### src/rtl/alu_share_arb.sv
// alu_share_arb: shares one combinational ALU between two requesters.
// Requester 0 is the core datapath, requester 1 an auxiliary unit. A grant
// latches the request's control code and operands, drives the ALU for one
// cycle, captures result and zero flag, and returns them with a done pulse.
// Ties are broken round-robin on the last granted requester.
module alu_share_arb #(
  parameter int                 DATA_W       = 32,
  parameter int                 CTRL_W       = 4,
  parameter logic [CTRL_W-1:0]  ILLEGAL_CTRL = 4'b1111
) (
  input  logic              clk_i,
  input  logic              rst_i,
  input  logic              req0_i,
  input  logic [CTRL_W-1:0] ctrl0_i,
  input  logic [DATA_W-1:0] src1_0_i,
  input  logic [DATA_W-1:0] src2_0_i,
  input  logic              req1_i,
  input  logic [CTRL_W-1:0] ctrl1_i,
  input  logic [DATA_W-1:0] src1_1_i,
  input  logic [DATA_W-1:0] src2_1_i,
  output logic              ack0_o,
  output logic              ack1_o,
  output logic              done0_o,
  output logic              done1_o,
  output logic [DATA_W-1:0] rslt_o,
  output logic              zero_o,
  output logic              err_o,
  output logic              busy_o,
  output logic [CTRL_W-1:0] alu_ctrl_o,
  output logic [DATA_W-1:0] alu_src1_o,
  output logic [DATA_W-1:0] alu_src2_o,
  input  logic [DATA_W-1:0] alu_rslt_i,
  input  logic              alu_zero_i
);

  typedef enum logic [1:0] {
    IDLE = 2'd0,
    EXEC = 2'd1,
    RESP = 2'd2
  } state_t;

  state_t              state;
  logic                last_gnt;   // requester granted most recently
  logic                owner;      // requester that owns the operation in flight
  logic [CTRL_W-1:0]   op_ctrl;
  logic [DATA_W-1:0]   op_src1;
  logic [DATA_W-1:0]   op_src2;
  logic [DATA_W-1:0]   rslt_cap;   // ALU result captured at the end of EXEC
  logic                zero_cap;
  logic                err_pend;   // granted request carried ILLEGAL_CTRL

  logic                grant0;
  logic                grant1;
  logic [CTRL_W-1:0]   sel_ctrl;
  logic [DATA_W-1:0]   sel_src1;
  logic [DATA_W-1:0]   sel_src2;

  // Arbitration: a lone request wins; on a tie the requester not granted last wins.
  always_comb begin
    // NOTE: every signal gets a default first so no path through the block
    // leaves it unassigned, which would otherwise infer a latch.
    grant0   = 1'b0;
    grant1   = 1'b0;
    sel_ctrl = ctrl0_i;
    sel_src1 = src1_0_i;
    sel_src2 = src2_0_i;
    if (req0_i && (!req1_i || last_gnt)) begin
      grant0 = 1'b1;
    end else if (req1_i) begin
      grant1   = 1'b1;
      sel_ctrl = ctrl1_i;
      sel_src1 = src1_1_i;
      sel_src2 = src2_1_i;
    end
  end

  // Control FSM with registered handshake and result outputs.
  always_ff @(posedge clk_i) begin
    if (!rst_i) begin
      // NOTE: sequential state uses non-blocking assignments only, so every
      // register samples pre-edge values regardless of statement order.
      state    <= IDLE;
      last_gnt <= 1'b1;
      owner    <= 1'b0;
      op_ctrl  <= '0;
      op_src1  <= '0;
      op_src2  <= '0;
      rslt_cap <= '0;
      zero_cap <= 1'b0;
      err_pend <= 1'b0;
      ack0_o   <= 1'b0;
      ack1_o   <= 1'b0;
      done0_o  <= 1'b0;
      done1_o  <= 1'b0;
      rslt_o   <= '0;
      zero_o   <= 1'b0;
      err_o    <= 1'b0;
    end else begin
      ack0_o  <= 1'b0;
      ack1_o  <= 1'b0;
      done0_o <= 1'b0;
      done1_o <= 1'b0;
      case (state)
        IDLE: begin
          if (grant0 || grant1) begin
            op_ctrl  <= sel_ctrl;
            op_src1  <= sel_src1;
            op_src2  <= sel_src2;
            owner    <= grant1;
            last_gnt <= grant1;
            ack0_o   <= grant0;
            ack1_o   <= grant1;
            if (sel_ctrl == ILLEGAL_CTRL) begin
              // Rejected without using the ALU: respond next cycle with an error.
              rslt_cap <= '0;
              zero_cap <= 1'b0;
              err_pend <= 1'b1;
              state    <= RESP;
            end else begin
              err_pend <= 1'b0;
              state    <= EXEC;
            end
          end
        end
        EXEC: begin
          rslt_cap <= alu_rslt_i;
          zero_cap <= alu_zero_i;
          state    <= RESP;
        end
        RESP: begin
          done0_o <= ~owner;
          done1_o <= owner;
          rslt_o  <= rslt_cap;
          zero_o  <= zero_cap;
          err_o   <= err_pend;
          state   <= IDLE;
        end
        default: state <= IDLE;
      endcase
    end
  end

  // The ALU always sees the operand registers, so its inputs never go X.
  assign alu_ctrl_o = op_ctrl;
  assign alu_src1_o = op_src1;
  assign alu_src2_o = op_src2;
  assign busy_o     = (state != IDLE);

endmodule

### config.mk
export PLATFORM = sky130hd
export DESIGN_NAME = alu_share_arb
export DESIGN_NICKNAME = d
export VERILOG_FILES = /design/src/rtl/alu_share_arb.sv
export SDC_FILE = /design/constraint.sdc
export NUM_CORES = 1
export LEC_CHECK = 0
export CORE_MARGIN = 2
export CORE_UTILIZATION = 55
export CTS_BUF_LIST = sky130_fd_sc_hd__clkbuf_8
export DETAILED_ROUTE_END_ITERATION = 10
export DONT_BUFFER_PORTS = 1
export PLACE_DENSITY_LB_ADDON = 0.15
export SLEW_MARGIN = 10
export SYNTH_ARGS = -nofsm -noshare
export SYNTH_HDL_FRONTEND = slang
export SYNTH_SLANG_ARGS = --single-unit
### constraint.sdc
create_clock -name clk_i -period 1.8 [get_ports clk_i]
set_input_delay 0.36 -clock clk_i [delete_from_list [all_inputs] [get_ports clk_i]]
set_output_delay 0.36 -clock clk_i [all_outputs]
set_load 0.02 [all_outputs]
==> reports/metrics.cfg, run 1 <==
[run_status]
status = complete, no violations

[power]
p_int_uw = 5046
peakVddDrop_mv = 0.5572
clkPwrFrac_pct = 30.8
powerDensity_nw_per_um2 = 1080
comb_power_share_pct = 16.1
power.switching_uw = 2307
power.share.switching_pct = 31.38
p_leak_uw = 0.002330
pwr-share-seq_pct = 53.2

[detailed_routing]
via_per_inst = 6.304
drt-total-wl_um = 16500
wl_per_cell_um = 20.45
num_vias = 5087
drc = 0
ant_nets = 0
dr.pass1.iters = 5
drt_first_iter_violations = 332

[final_layout]
stdcell_area_um2 = 6807
drive_gt1_share_pct = 12.59
mostFrequentLayoutCells = 144 x dfxtp_1, 138 x a21oi_1, 137 x nand2_1, 69 x a211oi_1, 68 x mux2i_1
fill_cells = 948
n_antenna_cell = 0
final_common_cell = dfxtp_1
syn_to_final_growth_pct = 9.040
utilization_pct = 62.24
layout.nets = 827

[worst_setup_path]
cpPeakStageDelay_ps = 530
setup.worst_path.class = flop to output port
crit_fanout = 7
path_cells = nor2_4 > inv_1 > buf_4
critPathSlowestCell = dfxtp_1
required_ps = 1440
critPathBufInv = 2
end_kind = output port
cp-start-kind = flop
crit_arrival_ps = 1360
critical_path.top_delay_family = flip-flops

[clock_network]
insertion_delay_ps = 440
h-tree-depth = 4
postCtsSetupBuffers = 0
clock_sinks = 144
cts_buffer_depth = 2
cts_tree = yes
cts_root_buffer = clkbuf_8
numCtsBuffers = 17
clkTransAtPathRegs_ps = 80

[logic_synthesis]
synthDistinctLibCells = 24
synth_area_leaders = dfxtp_1 46%, a21oi_1 11%, mux2i_1 11%
synthesis.nets = 861
netlist_instances = 688
synth_top_area_share_pct = 46.18
synth_area_um2 = 6242
ys.flop_type = dfxtp_1
yosys_warnings = 0
synth-seq-area-share_pct = 46.18
synth-edff-count = 0
synth-seq-cells = 144
synth_area_per_cell_um2 = 9.073
synthArstFlopShare_pct = 0
synth_top_cell_by_area = dfxtp_1

[sta]
worst_pin_slew_ps = 412.5
period_needed_ps = 1717
rsz0062_at_grt = false
final.setup_skew_ps = 9.834
post-route-period-util_pct = 95.41
finalHoldViolations = 0
slew_violations = 0
max-slew-margin-rel_pct = 72.50
setup_tns_ps = 0
clock.fmax_ghz = 0.5823
finalSetupViolations = 0

[placed_design]
numPortBuffers = 0
hpwlAfterDp_um = 11530
place_congestion = 0.8017
place_area_um2 = 6447

[floorplanning]
core.rowCount = 38
die_width_um = 110.5
pin_count = 280
die_area_um2 = 12220
initial_core_util_pct = 57.08
coreArea_um2 = 10940
die_height_um = 110.5

[global_route]
antenna_found_initial = 0
grt_pass1_wl_um = 25610
track_usage_pct = 25.84
grt_pass1_vias = 4856
grt_start_max_net_pins = 69
grt_overflow_total = 0

[flow_run]
drv_cap = 0

[hold_path]
hold_path.class = primary input to flop

cell usage after synthesis, types with 2 or more instances:
| cell type | n |
|---|---|
| a211oi_1 | 69 |
| a21oi_1 | 138 |
| a221oi_1 | 3 |
| a221oi_2 | 30 |
| and3_1 | 4 |
| buf_2 | 12 |
| buf_4 | 8 |
| clkbuf_1 | 50 |
| dfxtp_1 | 144 |
| inv_1 | 3 |
| mux2i_1 | 68 |
| nand2_1 | 137 |
| nand2b_1 | 2 |
| nand4_1 | 2 |
| nor2_1 | 3 |
| nor2b_1 | 3 |
| nor3_1 | 2 |
| o21ai_0 | 4 |
kinds of logic after synthesis:
family | share of synthesized area [%]
AO/OA/AOI/OAI | 27.56
AND/OR/NAND/NOR | 9.781
flip-flops | 46.18
buffers and inverters | 5.171
multiplexers | 11.30
final timing paths:
path | from | to | slack, ps | depth (start not counted)
max | state[1] | busy_o | 80 | 3
min | alu_rslt_i[17] | rslt_cap[17] | 70 | 2
max reg2reg | last_gnt | rslt_cap[0] | 270 | 4
min reg2reg | rslt_cap[1] | rslt_o[1] | 450 | 2
timing repair:
item | in CTS | in global routing
hold buffers | 1 | 0
resized for setup | 0 | 0
endpoints found under the hold margin | 1 | 0
power by group through the flow:
stage               Combinational [uW]  Sequential (uW)  Clock, uW
finish                            1180             3910       2260
global route                      1300             3940       2420
CTS                               1180             3910       2300
detailed placement                1180             3980          0
global placement                  1140             3980          0
floorplan                          931             3900          0
routing by layer:
layer / up-vias / routed length [um] / track usage [%]
met2: 203 / 8527 / 44.25
met4: 0 / 401 / 10.08
li1: 2428 / - / -
met1: 2423 / 6258 / 30.05
met3: 33 / 1314 / 8.233
met5: - / 0 / 0
through the flow:
step,instances,worst slack [ps],power (uW),hold WS [ps]
after floorplan,688,310.3,4835,409.3
after detailed placement,774,249.1,5164,447.4
final,807,82.66,7353,67.42
after CTS,807,58.98,7389,49.00
after global placement,774,257.4,5114,438.5
after global routing,807,0.9034,7663,53.96
state kept, by name, summed over array words and instances (netlist names):
| name | count |
|---|---|
| err_pend | 1 |
| state | 2 |
| zero_cap | 1 |
| zero_o | 1 |
| last_gnt | 1 |
| ack1_o | 1 |
| owner | 1 |
| alu_src2_o | 32 |
| rslt_o | 32 |
| ack0_o | 1 |
| done0_o | 1 |
| alu_src1_o | 32 |
| err_o | 1 |
| alu_ctrl_o | 4 |
| rslt_cap | 32 |
| done1_o | 1 |
worst register-to-register path: cells and delay by family (launching register included):
kind / cells / cell delay (ps)
AO/OA/AOI/OAI: 2 / 450
buffers and inverters: 1 / 270
flip-flops: 1 / 350
multiplexers: 1 / 330
final cells by class:
| class | instances | area, um^2 | area share (%) |
|---|---|---|---|
| Inverter | 3 | 13.76 | 0.2022 |
| Clock buffer | 22 | 302.8 | 4.449 |
| Tap cell | 140 | 175.2 | 2.574 |
| Multi-Input combinational cell | 470 | 3085 | 45.33 |
| Clock inverter | 10 | 46.29 | 0.6801 |
| Timing Repair Buffer | 18 | 300.3 | 4.412 |
| Sequential cell | 144 | 2883 | 42.35 |
Power figures use the tool's default switching activity.
==> run 2: changes to the inputs <==
--- a/config.mk
+++ b/config.mk
@@ -10,6 +10,7 @@
 export CTS_BUF_LIST = sky130_fd_sc_hd__clkbuf_8
 export DETAILED_ROUTE_END_ITERATION = 10
 export DONT_BUFFER_PORTS = 1
+export HOLD_SLACK_MARGIN = 0.12
 export PLACE_DENSITY_LB_ADDON = 0.15
 export SLEW_MARGIN = 10
 export SYNTH_ARGS = -nofsm -noshare
==> run 2 against run 1 <==
- worst setup slack got worse by 3.2 ps
- global-route usage increased by 1.6 points
- register-to-register slack about the same
- design area increased by 5.0%
- total power increased by 1.1%
- wire length increased by 5.5%
- sequential cell count unchanged
- clock skew about the same
- via count increased by 3.6%
==> reports/metrics.cfg, run 2 (synthesis gave the netlist of run 1 again) <==
[run_status]
status = complete, no violations

[final_layout]
layout.nets = 861  ; +4.1%
n_antenna_cell = 0  ; unchanged
utilization_pct = 65.35  ; +3.1 points
drive_gt1_share_pct = 11.98  ; -0.61 points
mostFrequentLayoutCells = 144 x dfxtp_1, 138 x a21oi_1, 137 x nand2_1, 69 x a211oi_1, 68 x mux2i_1
syn_to_final_growth_pct = 14.49
stdcell_count = 841  ; +4.2%
final_common_cell = dfxtp_1

[detailed_routing]
drt-total-wl_um = 17410  ; +5.5%
drt_first_iter_violations = 353  ; +6.3%
dr.pass1.iters = 7  ; +2
wl_per_cell_um = 20.70  ; +1.2%
ant_nets = 0  ; unchanged
num_vias = 5268  ; +3.6%
drc = 0  ; unchanged
via_per_inst = 6.264  ; -0.63%

[sta]
fin_hold_ws_ps = 143.0  ; +75.62 ps
post-route-period-util_pct = 95.59  ; +0.18 points
slew_violations = 0  ; unchanged
clock.fmax_ghz = 0.5812  ; -0.19%
finalHoldViolations = 0  ; unchanged
period_needed_ps = 1721  ; +3.208 ps
max-slew-margin-rel_pct = 72.62  ; +0.12 points
rsz0062_at_grt = false
finalSetupViolations = 0  ; unchanged
final.setup_skew_ps = 9.724  ; -0.1095 ps
setup_tns_ps = 0  ; unchanged
worst_pin_slew_ps = 410.8  ; -1.728 ps

[power]
clkPwrFrac_pct = 30.6  ; -0.2 points
pwr-share-seq_pct = 52.6  ; -0.6 points
power.share.switching_pct = 31.46  ; +0.082 points
power.switching_uw = 2338  ; +1.4%
p_int_uw = 5095  ; +0.97%
peakVddDrop_mv = 0.5561  ; -0.19%
comb_power_share_pct = 16.8  ; +0.7 points
p_total_uw = 7433  ; +1.1%
p_leak_uw = 0.002472  ; +6.1%
powerDensity_nw_per_um2 = 1040  ; -3.7%

[floorplanning]
core.rowCount = 38  ; unchanged
initial_core_util_pct = 57.08  ; unchanged
coreArea_um2 = 10940  ; unchanged
pin_count = 280  ; unchanged
die_height_um = 110.5  ; unchanged
die_area_um2 = 12220  ; unchanged
die_width_um = 110.5  ; unchanged

[placed_design]
dp_cells = 774  ; unchanged
place_congestion = 0.8017  ; unchanged
numPortBuffers = 0  ; unchanged
hpwlAfterDp_um = 11530  ; unchanged

[global_route]
grt_pass1_vias = 5191  ; +6.9%
antenna_found_initial = 0  ; unchanged
track_usage_pct = 27.42  ; +1.6 points
grt_pass1_wl_um = 27190  ; +6.2%
grt_start_max_net_pins = 69  ; unchanged
grt_overflow_total = 0  ; unchanged

[worst_setup_path]
reg2reg_depth = 4  ; unchanged
cpPeakStageDelay_ps = 530  ; about the same
r2r_end = rslt_cap[31]
crit_arrival_ps = 1360  ; about the same
end_kind = output port
crit_fanout = 7  ; unchanged
reg2reg_from = last_gnt
cp-start-kind = flop
reg2reg_slack_ps = 270  ; about the same
path_cells = nor2_4 > inv_1 > buf_4
critPathSlowestCell = dfxtp_1
required_ps = 1440  ; about the same
setup.worst_path.class = flop to output port

[clock_network]
clkTransAtPathRegs_ps = 80  ; about the same
h-tree-depth = 4  ; unchanged
numCtsBuffers = 17  ; unchanged
cts-resized-gates = 0  ; unchanged
cts_buffer_depth = 2  ; unchanged
cts_tree = yes
insertion_delay_ps = 440  ; about the same
clock_sinks = 144  ; unchanged
cts_root_buffer = clkbuf_8
postCtsSetupBuffers = 0  ; unchanged

[hold_path]
hold_path.class = primary input to flop
hold_path_depth = 2  ; unchanged
hp-start = req1_i
hold_end = last_gnt

[flow_run]
drv_cap = 0  ; unchanged

run 2: cell types whose count changed in the layout (fill, tap and decap cells not counted):
cell	previous run	this run
dlygate4sd3_1	1	35
run 2: layer usage:
layer  share of wire, %  GRT usage [%]
met1                 38          31.55
met2                 51          46.83
met3                7.6          8.891
met4                2.7          11.58
met5                  0              0
run 2: final cells by class:
| cell class | count | area, um^2 |
|---|---|---|
| multi-input cells | 470 | 3085 |
| fillers | 912 | 3789 |
| well taps | 140 | 175.2 |
| repair buffers | 52 | 640.6 |
| clock inverters | 10 | 46.29 |
| inverters | 3 | 13.76 |
| flip-flops and latches | 144 | 2883 |
| clock buffers | 22 | 302.8 |
run 2: worst max-delay path by stage:
stage                     startpoint      endpoint  slack (ps)  cells after the start
after floorplan               req1_i  rslt_cap[10]         310                      5
after global placement        req1_i   rslt_cap[0]         260                      4
after global routing        state[1]        busy_o           3                      3
after CTS                   state[1]        busy_o          60                      3
final                       state[1]        busy_o          80                      3
after detailed placement      req1_i   rslt_cap[0]         250                      4
run 2: power groups by stage:
stage	clock network [uW]	registers [uW]	logic [uW]
2_1_floorplan	0	3900	931
3_3_place_gp	0	3980	1140
3_5_place_dp	0	3980	1180
4_1_cts	2300	3910	1250
5_1_grt	2430	3940	1370
6_report	2270	3910	1250
run 2: timing repair:
item                       CTS  global route
setup endpoints to repair    0             0
hold buffers                35             0
hold endpoints to repair    38             0
run 2: critical path, delay by kind of cell (launching register included):
kind                   cells  cell delay (ps)
buffers and inverters      2              310
AND/OR/NAND/NOR            1               80
flip-flops                 1              530
run 2: stage by stage:
step / cell area (um^2) / worst slack (ps)
floorplan: 6242 / 310.3
global placement: 6447 / 257.4
detailed placement: 6447 / 249.1
CTS: 7147 / 58.98
global route: 7147 / 3.331
finish: 7147 / 79.45
==> run 3: changes to the inputs <==
--- a/config.mk
+++ b/config.mk
@@ -6,7 +6,7 @@
 export NUM_CORES = 1
 export LEC_CHECK = 0
 export CORE_MARGIN = 2
-export CORE_UTILIZATION = 55
+export CORE_UTILIZATION = 46
 export CTS_BUF_LIST = sky130_fd_sc_hd__clkbuf_8
 export DETAILED_ROUTE_END_ITERATION = 10
 export DONT_BUFFER_PORTS = 1
==> run 3 against run 2 <==
- critical path depth is 2 higher
- final cell count is 6.5% higher
- highest routed layer unchanged
- sequential power hardly changed
- sequential share of layout area is 1.3 points lower
- utilization is 9.5 points lower
- clock power is 16% higher
- worst hold slack better by 15 ps
- clock-buffer cell count is 3 lower
- critical path type is now flop to flop
==> reports/metrics.cfg, run 3 (synthesis gave the netlist of run 1 again) <==
[floorplanning]
die_width_um = 120.5  ; +9.0%
pin_count = 280  ; unchanged
die_area_um2 = 14520  ; +19%
die_height_um = 120.5  ; +9.0%
initial_core_util_pct = 47.14  ; -9.9 points
core.rowCount = 42  ; +11%
coreArea_um2 = 13240  ; +21%

[worst_setup_path]
path_cells = nor2_4 > buf_4 > and3_1 > o21ai_0 > dlygate4sd3_1
crit_fanout = 12  ; +5
required_ps = 2130  ; +690 ps
cp-start-kind = flop
reg2reg_slack_ps = 160  ; -110 ps
critPathSlowestCell = dlygate4sd3_1
crit_arrival_ps = 1970  ; +610 ps
reg2reg_depth = 5  ; +1
critical_path.top_delay_family = buffers and inverters
end_kind = flop
r2r_end = last_gnt
setup.worst_path.class = flop to flop
critPathBufInv = 2  ; unchanged
cpPeakStageDelay_ps = 560  ; +30 ps
reg2reg_from = state[0]

[placed_design]
pre_cts_slack_ps = 229.7  ; -19.43 ps
place_congestion = 0.7556  ; -5.8%
hpwlAfterDp_um = 11790  ; +2.2%
numPortBuffers = 0  ; unchanged

[detailed_routing]
drt-total-wl_um = 17970  ; +3.2%
dr.pass1.iters = 4  ; -3
num_vias = 5213  ; -1.0%
ant_nets = 0  ; unchanged
drt_first_iter_violations = 307  ; -13%
drc = 0  ; unchanged
via_per_inst = 5.818  ; -7.1%
wl_per_cell_um = 20.06  ; -3.1%

[power]
pwr-share-seq_pct = 50.0  ; -2.6 points
comb_power_share_pct = 16.4  ; -0.4 points
peakVddDrop_mv = 0.4977  ; -11%
powerDensity_nw_per_um2 = 1058  ; +1.8%
p_leak_uw = 0.002560  ; +3.6%
clkPwrFrac_pct = 33.7  ; +3.1 points
power.share.switching_pct = 30.52  ; -0.93 points
power.switching_uw = 2389  ; +2.2%
p_int_uw = 5438  ; +6.7%

[final_layout]
layout.nets = 880  ; +2.2%
mostFrequentLayoutCells = 142 x dfxtp_1, 138 x a21oi_1, 137 x nand2_1, 69 x a211oi_1, 68 x mux2i_1
utilization_pct = 55.85  ; -9.5 points
syn_to_final_growth_pct = 18.48
n_antenna_cell = 0  ; unchanged
final_common_cell = dfxtp_1
drive_gt1_share_pct = 12.78  ; +0.79 points
fill_cells = 1241  ; +36%

[clock_network]
cts_root_buffer = clkbuf_8
cts_buffer_depth = 2  ; unchanged
insertion_delay_ps = 440  ; about the same
postCtsSetupBuffers = 0  ; unchanged
numCtsBuffers = 17  ; unchanged
cts_tree = yes
clkTransAtPathRegs_ps = 80  ; about the same
clock_sinks = 144  ; unchanged
h-tree-depth = 4  ; unchanged

[hold_path]
hold_end = alu_src2_o[24]
hold_path_depth = 2  ; unchanged
hp-start = src2_1_i[24]
hold_path.class = primary input to flop

[sta]
max-slew-margin-rel_pct = 75.55  ; +2.9 points
setup_tns_ps = 0  ; unchanged
final.setup_skew_ps = 10.37  ; +0.6460 ps
worst_pin_slew_ps = 365.9  ; -44.90 ps
rsz0062_at_grt = false
period_needed_ps = 1643  ; -77.14 ps
setup_slack_ps = 156.6  ; +77.14 ps
post-route-period-util_pct = 91.30  ; -4.3 points
slew_violations = 0  ; unchanged
finalHoldViolations = 0  ; unchanged
finalSetupViolations = 0  ; unchanged
clock.fmax_ghz = 0.6085  ; +4.7%

[global_route]
grt_start_max_net_pins = 69  ; unchanged
antenna_found_initial = 0  ; unchanged
grt_pass1_vias = 5209  ; +0.35%
grt_pass1_wl_um = 27880  ; +2.5%
grt_overflow_total = 0  ; unchanged
track_usage_pct = 24.51  ; -2.9 points

[flow_run]
drv_cap = 0  ; unchanged

[run_status]
status = complete, no violations

==> run 3: cell types whose count changed in the layout (fill, tap and decap cells not counted), sizes merged <==
cell         before  now
buf              17   21
bufinv            0    3
clkbuf           22   19
clkinv            4    6
dlygate4sd3      35   50
inv               8    6
==> run 3: repair_timing <==
action | 4_1_cts | 5_1_grt
hold endpoints to repair | 50 | 1
hold buffers | 49 | 1
setup endpoints to repair | 0 | 2
gates resized for setup | 0 | 2
==> run 3: power groups by stage <==
| stage | clock network, uW | registers (uW) | logic [uW] |
|---|---|---|---|
| 4_1_cts | 2710 | 3910 | 1280 |
| 3_5_place_dp | 0 | 3980 | 1190 |
| 6_report | 2630 | 3910 | 1280 |
| 3_3_place_gp | 0 | 3980 | 1140 |
| 2_1_floorplan | 0 | 3900 | 931 |
| 5_1_grt | 2840 | 3940 | 1410 |
==> run 3: metrics by stage <==
stage / cell area (um^2) / cells / hold slack (ps) / total power (uW)
4_1_cts: 7383 / 895 / 120.3 / 7903
5_1_grt: 7396 / 896 / 123.5 / 8185
3_5_place_dp: 6485 / 814 / 443.3 / 5167
3_3_place_gp: 6485 / 814 / 439.5 / 5122
2_1_floorplan: 6242 / 688 / 409.3 / 4835
6_report: 7396 / 896 / 158.1 / 7827
==> run 3: final cells by class <==
cell class | count | area [um^2] | share of cell area [%]
clock inverters | 13 | 146.4 | 1.979
clock buffers | 19 | 261.5 | 3.536
multi-input cells | 470 | 3085 | 41.72
well taps | 176 | 220.2 | 2.977
repair buffers | 71 | 783.3 | 10.59
inverters | 3 | 13.76 | 0.1861
flip-flops and latches | 144 | 2885 | 39.01
==> run 3: worst max-delay path by stage <==
stage / startpoint / endpoint / slack, ps / depth (start not counted)
floorplan: req1_i / rslt_cap[10] / 310 / 5
finish: state[0] / last_gnt / 160 / 5
global placement: req1_i / rslt_cap[0] / 260 / 4
detailed placement: req1_i / rslt_cap[0] / 230 / 4
CTS: state[1] / busy_o / 40 / 3
global route: state[0] / last_gnt / 50 / 5
==> run 3: routing by layer <==
| metal | GRT usage, % | part of all wire [%] | vias up |
|---|---|---|---|
| li1 | - | - | 2526 |
| met2 | 40.71 | 50 | 203 |
| met4 | 9.084 | 1.7 | 0 |
| met3 | 7.877 | 7.9 | 27 |
| met5 | 0 | 0 | - |
| met1 | 29.63 | 40 | 2457 |
==> variant 1: new RTL, flow settings as in run 2 <==
Set the parameter `DATA_W` to 24 (it was 32).
--- a/src/rtl/alu_share_arb.sv
+++ b/src/rtl/alu_share_arb.sv
@@ -4,7 +4,7 @@
 // cycle, captures result and zero flag, and returns them with a done pulse.
 // Ties are broken round-robin on the last granted requester.
 module alu_share_arb #(
-  parameter int                 DATA_W       = 32,
+  parameter int                 DATA_W       = 24,
   parameter int                 CTRL_W       = 4,
   parameter logic [CTRL_W-1:0]  ILLEGAL_CTRL = 4'b1111
 ) (
Interface: changed (8 resized); port bits go from 280 to 216. No check against the original RTL was run, so the function may have changed too.
==> variant 1 against run 2 <==
Sequential cell count down 32; largest power group unchanged; sequential share of layout area grew 1.9 points; area after synthesis fell by 19%; setup slack improved by 0.12 ns; design area shrank 26%; power down 26%; routed wire length decreased by 32%; synthesized cell count is 22% lower.
==> variant 1: results <==
[logic_synthesis]
synthTopCellsByArea = "dfxtp_1 45%, a21oi_1 11%, mux2i_1 10%"
synth.net_count = 667
synth_cells = 534
synth_compound_area_frac = 0.280
seq_area_frac_synth = 0.445
synthTopCellsByCount = "112 x dfxtp_1, 106 x a21oi_1, 105 x nand2_1"

[routing]
wl_met2_um = 6300
wl_per_cell_um = 19.0
dr_wl_met3_um = 884
dr.pass1.iters = 4
viasPerCell = 6.15

[placement]
place_ws_ns = 0.0398
placed_cells = 606
gp_congestion = 0.824

[global_routing]
grt_max_degree = 51
grt_pass1_wl_um = 19000
gr-usage-all-layers = 0.237

[clocking]
cts_hold_repair.buffers = 2
clk_pin_slew_ns = 0.11

[worst_setup_path]
r2r-end = "rslt_cap[7]$_SDFFE_PN0P_"
rrSetupSlack_ns = 0.21
worstPathArrival_ns = 1.24
worstRegToRegCells = 3

[hold_path]
min_to = "rslt_cap[10]$_SDFFE_PN0P_"

[power_and_ir_drop]
vdd_drop_max_mv = 0.623
leakagePower_nw = 1.80

[sta]
slew_headroom = 0.254

[status]
status = "completed"
[variant 1: cell count changes after synthesis, moves of 6 or more]
cell             run 2  this run
a211oi_1            69        35
nand2_1            137       105
buf_4                8         1
buf_2               12        18
a221oi_2            30        20
clkbuf_1            50        24
dfxtp_1            144       112
mux2i_1             68        52
a211oi_2             0        18
a21oi_1            138       106
[variant 1: final cells by class]
class	count	area (um2)
Fill cell	775	3500
Multi-Input combinational cell	366	2480
Sequential cell	112	2240
Timing Repair Buffer	20	233
Tap cell	108	135
Clock buffer	9	124
Clock inverter	7	77.6
Inverter	3	13.8
[variant 1: power by group]
part	switching (mW)	leakage (nW)	total (mW)	internal [mW]
logic	0.563	0.775	0.948	0.386
registers	0.345	0.920	3.03	2.69
clock network	0.872	0.106	1.54	0.666
total	1.78	1.80	5.52	3.74
[variant 1: routing by layer]
metal,GRT usage,vias up
met1,0.277,1799
li1,-,1882
met5,0,-
met2,0.411,147
met3,0.0654,16
met4,0.0917,0
==> variant 2: new RTL, settings of run 2 <==
Without the edit above. Re-encode `state_t` (3 states) as one-hot, 3 bits wide.
--- a/src/rtl/alu_share_arb.sv
+++ b/src/rtl/alu_share_arb.sv
@@ -33,10 +33,10 @@
   input  logic              alu_zero_i
 );
 
-  typedef enum logic [1:0] {
-    IDLE = 2'd0,
-    EXEC = 2'd1,
-    RESP = 2'd2
+  typedef enum logic [2:0] {
+    IDLE = 3'b001,
+    EXEC = 3'b010,
+    RESP = 3'b100
   } state_t;
 
   state_t              state;
Formal check against the unedited RTL: no difference found for any inputs over 4 cycles, from zero or initial values and one cycle with rst_i low; so few cycles prove little.
==> variant 2 against run 2 <==
The run now fails in 4_1_cts; area after synthesis is 13% lower.
==> variant 2: results <==
[clocking]
post_cts_resized = 0
htreeDepth = 4
cts-root-buf = "clkbuf_8"
post_cts_buffers = 1
clockBufferDepth = 2
cts_hold_repair.buffers = 153
numCtsBuffers = 17

[status]
haltStage = "4_1_cts"
status = "aborted with a tool error"
firstError = "[ERROR RSZ-0060] Max buffer count reached."

[logic_synthesis]
synth_enable_flop_cells = 0
synth.net_count = 815
synthTopCellsByCount = "145 x dfxtp_1, 141 x nand2_1, 136 x a21oi_1"
ys_types = 28
async_reset_ff_frac = 0
yosysWarnings = 0
seq_area_frac_synth = 0.533
ys_seq_elements = 145
avgSynthCellArea_um2 = 8.48
synthTopCellsByArea = "dfxtp_1 53%, a21oi_1 12%, nand2_1 9.7%"

[placement]
placed_cells = 730
dp_hpwl_um = 9620
gp_congestion = 0.881
port_buffers = 0
variant 2: changes by cell type after synthesis, moves of 4 or more:
cell	before	now
a21boi_1	1	28
o21ai_1	0	71
mux2i_1	68	0
a22o_1	0	33
nand2_1	137	141
a221oi_2	30	0
buf_4	8	0
a21boi_0	0	6
a211oi_1	69	0
clkbuf_1	50	38
variant 2: stage by stage:
stage / setup WS (ns) / cell area [um2] / hold slack [ns]
floorplan: 0.0505 / 5450 / 0.404
global placement: 0.233 / 5520 / 0.423
detailed placement: 0.203 / 5520 / 0.436
variant 2: cells by family after synthesis:
| family | after synthesis | share of synthesized area |
|---|---|---|
| buf+inv | 59 | 0.0441 |
| flops | 145 | 0.533 |
| compound gates | 282 | 0.305 |
| simple gates | 155 | 0.115 |
| mux | 1 | 0.00276 |
